`src/rtl/c64_bus_arbiter.sv`:
```
// c64_bus_arbiter: shares the system memory bus between the 6502 core and the
// video fetch unit. The CPU owns the bus by default. A video request first pulls
// BA low for WARN_CYCLES cycles, then hands the bus to video. The bus comes back
// to the CPU through a one-cycle turnaround. Stolen cycles are counted, and a
// sticky flag records any forced release.
module c64_bus_arbiter #(
  parameter int WARN_CYCLES = 3,   // 1..7
  parameter int MAX_GRANT   = 40   // 1..255
) (
  input  logic        clk,
  input  logic        reset,
  input  logic [15:0] cpu_ab,
  input  logic [7:0]  cpu_do,
  input  logic        cpu_we,
  input  logic        vid_req,
  input  logic [15:0] vid_ab,
  input  logic        stat_clr,
  output logic [15:0] mem_ab,
  output logic [7:0]  mem_do,
  output logic        mem_we,
  output logic        cpu_rdy,
  output logic        ba,
  output logic        aec,
  output logic        vid_ack,
  output logic [15:0] stolen_cycles,
  output logic        overrun
);

  typedef enum logic [1:0] {IDLE, WARN, GRANT, RELEASE} state_t;

  localparam logic [2:0] WARN_INIT  = 3'(WARN_CYCLES - 1);
  localparam logic [7:0] GRANT_LAST = 8'(MAX_GRANT - 1);

  state_t      state, state_nxt;
  logic [2:0]  warn_cnt, warn_cnt_nxt;
  logic [7:0]  grant_cnt, grant_cnt_nxt;
  logic [15:0] stolen_nxt;
  logic        overrun_nxt;

  // The stolen-cycle counter sticks at its maximum instead of wrapping.
  function automatic logic [15:0] sat_inc(input logic [15:0] v);
    return (v == 16'hFFFF) ? v : v + 16'd1;
  endfunction

  // Next-state logic, counters and statistics; a stat clear overrides any increment.
  always_comb begin
    state_nxt     = state;
    warn_cnt_nxt  = warn_cnt;
    grant_cnt_nxt = grant_cnt;
    stolen_nxt    = stolen_cycles;
    overrun_nxt   = overrun;
    case (state)
      IDLE: begin
        if (vid_req) begin
          state_nxt    = WARN;
          warn_cnt_nxt = WARN_INIT;
        end
      end
      WARN: begin
        if (!vid_req) begin
          state_nxt = IDLE;
        end else if (warn_cnt == 3'd0) begin
          state_nxt     = GRANT;
          grant_cnt_nxt = 8'd0;
        end else begin
          warn_cnt_nxt = warn_cnt - 3'd1;
        end
      end
      GRANT: begin
        if (!vid_req) begin
          state_nxt = RELEASE;
        end else begin
          grant_cnt_nxt = grant_cnt + 8'd1;
          stolen_nxt    = sat_inc(stolen_cycles);
          if (grant_cnt == GRANT_LAST) begin
            state_nxt   = RELEASE;
            overrun_nxt = 1'b1;
          end
        end
      end
      RELEASE: state_nxt = IDLE;
      default: state_nxt = IDLE;
    endcase
    if (stat_clr) begin
      stolen_nxt  = 16'd0;
      overrun_nxt = 1'b0;
    end
  end

  // State, counters and statistics registers.
  always_ff @(posedge clk or negedge reset) begin
    if (!reset) begin
      state         <= IDLE;
      warn_cnt      <= 3'd0;
      grant_cnt     <= 8'd0;
      stolen_cycles <= 16'd0;
      overrun       <= 1'b0;
    end else begin
      state         <= state_nxt;
      warn_cnt      <= warn_cnt_nxt;
      grant_cnt     <= grant_cnt_nxt;
      stolen_cycles <= stolen_nxt;
      overrun       <= overrun_nxt;
    end
  end

  // Bus control decode and the unregistered address/data mux.
  always_comb begin
    mem_ab  = cpu_ab;
    mem_do  = cpu_do;
    mem_we  = cpu_we;
    cpu_rdy = 1'b1;
    ba      = 1'b1;
    aec     = 1'b1;
    vid_ack = 1'b0;
    case (state)
      IDLE: ;
      WARN: begin
        ba      = 1'b0;
        cpu_rdy = 1'b0;
      end
      GRANT: begin
        aec     = 1'b0;
        ba      = 1'b0;
        cpu_rdy = 1'b0;
        mem_ab  = vid_ab;
        mem_do  = 8'h00;
        mem_we  = 1'b0;
        vid_ack = vid_req;
      end
      RELEASE: begin
        cpu_rdy = 1'b0;
        mem_we  = 1'b0;
      end
      default: ;
    endcase
  end

endmodule

```
`config.mk`:
```
export PLATFORM = sky130hd
export DESIGN_NAME = c64_bus_arbiter
export DESIGN_NICKNAME = d
export VERILOG_FILES = /design/src/rtl/c64_bus_arbiter.sv
export SDC_FILE = /design/constraint.sdc
export NUM_CORES = 1
export LEC_CHECK = 0
export BUFFER_PORTS_ARGS = -buffer_cell sky130_fd_sc_hd__buf_2
export CAP_MARGIN = 30
export CORE_MARGIN = 2
export CORE_UTILIZATION = 40
export DETAILED_ROUTE_END_ITERATION = 8
export PLACE_DENSITY_LB_ADDON = 0.12
export REMOVE_ABC_BUFFERS = 1
export SYNTH_ARGS = -nofsm -noshare
export SYNTH_HDL_FRONTEND = slang
export SYNTH_SLANG_ARGS = --single-unit
```
`constraint.sdc`:
```
create_clock -name clk -period 1.95 [get_ports clk]
set_input_delay 0.195 -clock clk [delete_from_list [all_inputs] [get_ports clk]]
set_output_delay 0.195 -clock clk [all_outputs]
set_load 0.005 [all_outputs]
```
==> results of run 1 <==
[power groups by stage]
| stage | clock network [mW] | logic, mW | registers (mW) |
|---|---|---|---|
| final | 0.590 | 0.858 | 0.744 |
| after global routing | 0.646 | 0.975 | 0.753 |
| after CTS | 0.608 | 0.838 | 0.742 |
| after detailed placement | 0 | 0.814 | 0.753 |
| after global placement | 0 | 0.808 | 0.751 |
| after floorplan | 0 | 0.448 | 0.762 |
[state kept, by name, indices dropped and copies added, names as in the netlist, named ones only]
| name | cells |
|---|---|
| stolen_cycles | 16 |
| overrun | 1 |
| state | 1 |
| grant_cnt | 8 |
| warn_cnt | 3 |
[cells in the mapped netlist (2+ instances only)]
cell type,count
dfrtp_1,30
mux2_2,19
nand2_1,18
o21ai_0,15
a21oi_1,14
nor2b_1,13
inv_1,10
nor2_1,10
nand3_1,9
ha_1,8
o31ai_1,8
nand4_1,7
or4_1,5
nor4_1,4
or3_1,4
a211o_1,3
and3_1,3
buf_1,3
buf_2,3
clkbuf_1,3
nand3b_1,3
and2_1,2
mux2i_1,2
nand2b_1,2
nor3_1,2
nor3b_1,2
o41ai_1,2
[worst paths after layout]
kind	startpoint	to	slack [ns]
setup / recovery	state[0]$_DFFE_PN0P_	stolen_cycles[8]$_DFFE_PN0P_	0.10
hold / removal	vid_req	flop	0.31
setup reg to reg	state[0]$_DFFE_PN0P_	stolen_cycles[8]$_DFFE_PN0P_	0.10
hold reg to reg	warn_cnt[0]$_DFFE_PN0P_	warn_cnt[0]$_DFFE_PN0P_	0.49
max in group asynchronous	reset	grant_cnt[3]$_DFFE_PN0P_	1.02
min in group asynchronous	reset	stolen_cycles[10]$_DFFE_PN0P_	0.49
[cell usage in the layout (no fill, tap or decap), types with 2 or more instances in the layout]
| cell type | instances |
|---|---|
| and2_1 | 2 |
| nand2b_1 | 2 |
| nor3b_1 | 2 |
| buf_2 | 90 |
| clkbuf_8 | 8 |
| nor2_1 | 9 |
| o21ai_0 | 15 |
| a21oi_1 | 14 |
| or3_1 | 4 |
| nor2b_1 | 13 |
| or4_1 | 5 |
| and3_1 | 3 |
| inv_1 | 9 |
| o31ai_1 | 8 |
| nand2_1 | 18 |
| buf_4 | 18 |
| ha_1 | 7 |
| nor3_1 | 2 |
| mux2_2 | 19 |
| nor4_1 | 4 |
| dfrtp_1 | 30 |
| nand3_1 | 9 |
| a211o_1 | 3 |
| nand4_1 | 7 |
| nand3b_1 | 3 |
| mux2i_1 | 2 |
[layer usage]
metal	wire [um]	GRT usage, %
met1	2380	24.70
met2	2608	31.95
met3	404	5.569
met4	87	6.364
met5	0	0
[per-stage QoR]
stage / cell area [sq um] / util [%] / power, mW / hold WS [ns]
floorplan: 2027 / - / 1.210 / -0.1006
global placement: 2708 / 53.35 / 1.559 / 0.2803
detailed placement: 2708 / 53.35 / 1.567 / 0.2774
CTS: 2844 / 56.04 / 2.189 / 0.2951
global route: 2898 / 57.10 / 2.374 / 0.3236
finish: 2898 / 57.10 / 2.193 / 0.3111
[critical path: stages (launching register included)]
cell and delay, ns:
dfrtp_1 0.39, inv_2 0.08, ha_1 0.17, and3_2 0.20, nand2_1 0.15, or4_2 0.64
a21oi_1 0.16
[logic make-up after synthesis]
group	Yosys count	synth area share (%)
simple gates	97	27.74
flops	30	35.95
compound gates	50	15.04
fa+ha+maj	8	4.793
mux	22	11.74
buf+inv	22	4.733
[area by class of cell]
cell class / count / share of cell area [%]
Multi-Input combinational cell: 177 / 43.48
Sequential cell: 30 / 25.91
Timing Repair Buffer: 112 / 22.50
Clock buffer: 8 / 3.800
Tap cell: 70 / 3.022
Inverter: 10 / 1.295
[what timing repair did]
action | 4_1_cts | 5_1_grt
buffers inserted | 0 | 1
hold buffers | 1 | 0
pin swaps | 0 | 2
gates cloned | 0 | 1
hold endpoints to repair | 30 | 0
endpoints found under the setup margin | 16 | 29
resized for setup | 4 | 5
==> run_results.csv, run 1 <==
group,metric,value,unit
outcome,status,"finished, final reports clean",
timing,hold_violations,0,
final_layout,multiInputGateArea,1260,sq um
synthesis,yosysSeqAreaShare,35.95,%
timing,worstMarginPinSlew,0.6875,ns
drt,wire_per_inst,13.46,um
clock_network,clkLatencyLatePin,0.28,ns
final_layout,areaGrowthSynthToFinish,38.77,%
timing,max_slew_margin,54.17,%
timing,slew_violations,0,
placement,dp.cells,396,
synthesis,syn_area_per_cell,9.119,sq um
global_routing,grt_use_total,19.47,%
placement,io_buffers,90,
floorplan,die_x,76.26,um
clock_network,clock_path_buffers,2,
worst_setup_path,r2r_cells,6,
worst_setup_path,cp_max_fo,7,
drt,drtPass1Iterations,4,
power,p_per_area,756.8,nW/um^2
floorplan,core,5075,sq um
global_routing,grt_pass1_vias,2056,
clock_network,cts_made_buffers,5,
synthesis,synth.cell_area,2088,sq um
drt,ant_nets,0,
placement,hpwl,4097,um
clock_network,clock-sinks,30,
hold_path,hold_class,"input port to flop",
power,comb_power_share,39.1,%
synthesis,synth_top_area_share,35.95,%
synthesis,synth_enable_flop_cells,0,
clock_network,cts_tree,"yes",
final_layout,regArea,750.7,sq um
worst_setup_path,worstPathArrival,2.06,ns
global_routing,antenna_found_initial,0,
clock_network,htreeDepth,2,
worst_setup_path,timing.critical_path.to_type,"flop",
synthesis,synthFlopType,"dfrtp_1",
synthesis,synthTopCellsByArea,"dfrtp_1, mux2_2, ha_1",
power,leakagePower,1.416,nW
drt,num_vias,2158,
global_routing,grt_max_degree,31,
final_layout,diodes,0,
synthesis,ys_async_sr_fraction,100.0,%
timing,fin_worst_skew,0.003597,ns
worst_setup_path,worst_setup_path_start_kind,"flop",
worst_setup_path,worstSetupPathType,"flop to flop",
timing,setup-violations-final,0,
drt,via_per_inst,5.302,
power,pwr-share-seq,33.9,%
floorplan,initial_core_util,41.15,%
power,p_switching,0.7125,mW
timing,timing.final.ws_setup,0.1014,ns
synthesis,yosys.area.top_type,"dfrtp_1",
worst_setup_path,required,2.16,ns
final_layout,final_cells,407,
power,swShare,32.49,%
placement,dp_slack,0.1052,ns
run,cap_violations,0,
clock_network,cts_root_buffer,"clkbuf_8",
power,clock_power_share,26.9,%
floorplan,design.die.area,5815,sq um
timing,final.min_clock_period,1.849,ns
global_routing,overflow,0,
hold_path,worstHoldPathCells,2,
floorplan,die_h,76.26,um
final_layout,drive_gt1_share,44.81,%
final_layout,nFillCells,495,
placement,gp_congestion,0.8487,
power,p_int,1.481,mW
synthesis,ys_warn_count,0,
synthesis,ys_ff_latch,30,
timing,rsz0062_at_grt,"yes",
synthesis,synth_cells,229,
drt,dr.first_iter.drc_count,108,
timing,min_period_over_period,94.80,%
final_layout,nets,389,
global_routing,grt_pass1_wl,9280,um
timing,fmax,540.9,MHz
clock_network,clk_pin_slew_worst_paths,0.07,ns
drt,drc,0,
floorplan,num_rows,26,
floorplan,pin_count,91,
power,irDropWorstVdd,0.0005006,V
drt,drt_wl_total,5480,um
synthesis,yosysUniqueCellTypes,52,
timing,fin_tns_setup,0,ns
(Power assumes the default switching activity.)
==> run 2: changes to the inputs <==
Settings changed: PLACE_DENSITY set to 0.72, PLACE_DENSITY_LB_ADDON 0.12 to not set.
==> run_results.csv, run 2 (synthesis gave the netlist of run 1 again) <==
group,metric,value,unit
global_routing,grt_use_total,19.11,%
placement,dp_slack,0.06924,ns
global_routing,grt_pass1_wl,8990,um
final_layout,nets,383,
final_layout,drive_gt1_share,44.71,%
worst_setup_path,worst_setup_path_start_kind,"flop",
timing,rsz0062_at_grt,"no",
outcome,status,"finished, final reports clean",
drt,wire_per_inst,13.77,um
global_routing,grt_pass1_vias,1984,
final_layout,largest_register_ffs,16,
clock_network,clock-sinks,30,
floorplan,die_x,76.26,um
drt,drtPass1Iterations,5,
timing,min_period_over_period,95.69,%
power,leakagePower,1.362,nW
final_layout,diodes,0,
timing,hold_ws,0.2940,ns
final_layout,utilization,55.89,%
clock_network,cts_root_buffer,"clkbuf_8",
timing,fin_worst_skew,0.005705,ns
run,cap_violations,0,
worst_setup_path,worstSetupPathType,"flop to flop",
hold_path,hold_class,"input port to flop",
global_routing,antenna_found_initial,0,
final_layout,final_cell_mix,"buf_2, dfrtp_1, mux2_2",
final_layout,top_register,"stolen_cycles",
clock_network,cts_made_buffers,5,
power,finalPower,2.163,mW
final_layout,nFillCells,459,
placement,hpwl,4137,um
final_layout,final_common_cell,"buf_2",
floorplan,design.die.area,5815,sq um
clock_network,htreeDepth,2,
timing,slew_violations,0,
drt,dr.first_iter.drc_count,128,
worst_setup_path,required,2.12,ns
clock_network,clock_path_buffers,2,
drt,drc,0,
timing,hold_violations,0,
floorplan,num_rows,26,
placement,dp.cells,392,
timing,fmax,535.9,MHz
drt,num_vias,2152,
worst_setup_path,timing.critical_path.to_type,"flop",
global_routing,grt_max_degree,31,
worst_setup_path,worstPathArrival,2.03,ns
power,p_per_area,762.5,nW/um^2
clock_network,clkLatencyLatePin,0.29,ns
drt,via_per_inst,5.367,
placement,placed_area,2678,sq um
global_routing,overflow,0,
worst_setup_path,cp_max_fo,4,
final_layout,areaGrowthSynthToFinish,35.83,%
power,irDropWorstVdd,0.0004237,V
clock_network,cts_tree,"yes",
timing,fin_tns_setup,0,ns
timing,max_slew_margin,54.51,%
floorplan,die_h,76.26,um
clock_network,clk_pin_slew_worst_paths,0.07,ns
placement,io_buffers,90,
placement,gp_congestion,0.8348,
floorplan,core,5075,sq um
drt,drt_wl_total,5520,um
floorplan,initial_core_util,41.15,%
final_layout,reg_top3,"stolen_cycles x16, grant_cnt x8, warn_cnt x3",
timing,timing.final.ws_setup,0.08406,ns
timing,worstMarginPinSlew,0.6823,ns
timing,setup-violations-final,0,
final_layout,final_cells,401,
floorplan,pin_count,91,
final_layout,design_area,2836,sq um
drt,ant_nets,0,
timing,final.min_clock_period,1.866,ns
[run 2: layout make-up]
cell class | count | area (sq um) | area share [%]
tap | 70 | 87.58 | 3.088
sequential | 30 | 750.7 | 26.47
clock buffer | 8 | 110.1 | 3.882
timing repair buffer | 106 | 580.6 | 20.47
inverter | 10 | 37.54 | 1.323
multi-input combinational | 177 | 1270 | 44.77
[run 2: power by group]
group | switching (mW) | internal, mW
registers | 0.0539 | 0.691
clock network | 0.239 | 0.356
logic | 0.418 | 0.405
total | 0.711 | 1.45
[run 2: final timing paths]
path	from	to	slack (ns)	cells past startpoint
hold reg to reg	warn_cnt[0]$_DFFE_PN0P_	warn_cnt[0]$_DFFE_PN0P_	0.49	1
min in group asynchronous	reset	stolen_cycles[10]$_DFFE_PN0P_	0.49	2
hold / removal	vid_req	flop	0.29	2
setup / recovery	stolen_cycles[0]$_DFFE_PN0P_	stolen_cycles[11]$_DFFE_PN0P_	0.08	5
max in group asynchronous	reset	warn_cnt[1]$_DFFE_PN0P_	1.02	2
setup reg to reg	stolen_cycles[0]$_DFFE_PN0P_	stolen_cycles[11]$_DFFE_PN0P_	0.08	5
[run 2: layer usage]
layer	vias up	track usage [%]	share of wire, %
met2	90	32.83	49
met5	-	0	0
met1	1008	23.05	43
met4	0	5.455	0.92
met3	4	5.924	7.7
li1	1050	-	-
[run 2: what timing repair did]
item | CTS | global route
hold endpoints to repair | 30 | 0
hold buffers | 1 | 0
endpoints found under the setup margin | 16 | 26
gates resized for setup | 2 | 10
setup buffers | 0 | 0
[run 2: critical path: stages (launching register included)]
cell,delay [ns]
dfrtp_1,0.38
ha_1,0.25
nand4_1,0.14
nor2_1,0.10
or4_1,0.55
mux2_1,0.33
==> run 3: changes to the inputs <==
Settings changed: PLACE_DENSITY 0.72 to 0.81.
==> run_results.csv, run 3 (synthesis gave the netlist of run 1 again) <==
group,metric,value,unit
final_layout,reg_top3,"stolen_cycles x16, grant_cnt x8, warn_cnt x3",
final_layout,utilization,56.39,%
global_routing,grt_use_total,20.31,%
placement,io_buffers,90,
final_layout,drive_gt1_share,44.58,%
global_routing,grt_pass1_wl,9591,um
clock_network,clock-sinks,30,
placement,dp_slack,0.08073,ns
final_layout,top_register,"stolen_cycles",
timing,setup-violations-final,0,
clock_network,clkLatencyLatePin,0.28,ns
worst_setup_path,worst_setup_path_start_kind,"flop",
floorplan,pin_count,91,
timing,slew_violations,0,
global_routing,grt_max_degree,31,
drt,dr.first_iter.drc_count,122,
final_layout,final_common_cell,"buf_2",
floorplan,die_h,76.26,um
timing,timing.final.ws_setup,0.08455,ns
drt,via_per_inst,5.478,
outcome,status,"finished, final reports clean",
clock_network,cts_root_buffer,"clkbuf_8",
timing,fmax,536.1,MHz
final_layout,design_area,2861,sq um
timing,final.min_clock_period,1.865,ns
global_routing,overflow,0,
timing,worstMarginPinSlew,0.6845,ns
drt,wire_per_inst,14.34,um
floorplan,num_rows,26,
timing,hold_violations,0,
final_layout,final_cell_mix,"buf_2, dfrtp_1, mux2_2",
worst_setup_path,worstSetupPathType,"flop to output pin",
power,irDropWorstVdd,0.0004678,V
clock_network,clk_pin_slew_worst_paths,0.06,ns
run,cap_violations,0,
global_routing,grt_pass1_vias,2146,
placement,gp_congestion,0.8266,
final_layout,nets,385,
global_routing,antenna_found_initial,0,
drt,num_vias,2202,
hold_path,hold_class,"input port to flop",
placement,hpwl,4313,um
timing,fin_worst_skew,0.006020,ns
drt,drt_wl_total,5765,um
final_layout,largest_register_ffs,16,
worst_setup_path,cp_max_fo,16,
drt,drc,0,
power,p_per_area,730.5,nW/um^2
drt,ant_nets,0,
timing,max_slew_margin,54.37,%
floorplan,design.die.area,5815,sq um
clock_network,clock_path_buffers,2,
floorplan,die_x,76.26,um
clock_network,htreeDepth,2,
timing,min_period_over_period,95.66,%
final_layout,diodes,0,
clock_network,cts_tree,"yes",
clock_network,cts_made_buffers,5,
worst_setup_path,required,1.75,ns
floorplan,initial_core_util,41.15,%
power,leakagePower,1.385,nW
floorplan,core,5075,sq um
timing,rsz0062_at_grt,"no",
placement,placed_area,2690,sq um
drt,drtPass1Iterations,4,
final_layout,areaGrowthSynthToFinish,37.03,%
worst_setup_path,timing.critical_path.to_type,"output pin",
worst_setup_path,worstPathArrival,1.67,ns
==> run 3: per-layer routing <==
metal  share of wire, %  vias up  global-route usage (%)
li1                   -     1048                       -
met1                 40     1051                   23.16
met2                 52       98                   37.35
met3                7.5        5                   5.095
met4               0.92        0                   5.818
met5                  0        -                       0
==> run 3: worst max-delay path: stages, from the launching register on <==
cell	delay (ns)
dfrtp_1	0.39
inv_2	0.07
ha_1	0.17
buf_6	0.14
buf_12	0.15
mux2_2	0.35
buf_2	0.13
==> run 3: area by class of cell <==
type                       instances  area (sq um)
fill                             463          2213
multi-input combinational        177          1276
sequential                        30         750.7
timing repair buffer             108         633.1
tap                               70         87.58
clock buffer                       7         76.32
inverter                          10         37.54
==> run 3: report_power, final <==
part | internal [mW] | total (mW) | leakage (nW) | switching (mW)
combinational | 0.443 | 0.873 | 0.938 | 0.430
sequential | 0.692 | 0.750 | 0.409 | 0.0580
clock | 0.245 | 0.468 | 0.0383 | 0.222
==> run 3: final timing paths <==
path	from	to	slack (ns)	cells past startpoint
min in group asynchronous	reset	stolen_cycles[6]$_DFFE_PN0P_	0.48	2
max	state[0]$_DFFE_PN0P_	mem_ab[3]	0.08	6
max reg2reg	stolen_cycles[1]$_DFFE_PN0P_	stolen_cycles[11]$_DFFE_PN0P_	0.10	5
min	vid_req	flop	0.30	2
max in group asynchronous	reset	stolen_cycles[0]$_DFFE_PN0P_	1.01	2
min reg2reg	warn_cnt[0]$_DFFE_PN0P_	warn_cnt[0]$_DFFE_PN0P_	0.48	1
==> run 3: what timing repair did <==
action                     4_1_cts  5_1_grt
pin swaps                        0        2
setup endpoints to repair        4       26
gates cloned                     1        0
hold buffers                     1        0
setup buffers                    0        1
gates resized for setup          0       11
hold endpoints to repair        30        0
==> run 3: metrics by stage <==
stage	setup TNS, ns	hold WS [ns]	power [mW]	std cells
floorplan	-12.38	-0.1006	1.210	217
global placement	0	0.2758	1.550	392
detailed placement	0	0.2845	1.589	392
CTS	0	0.2993	2.095	401
global route	0	0.3296	2.241	402
finish	0	0.3029	2.090	402
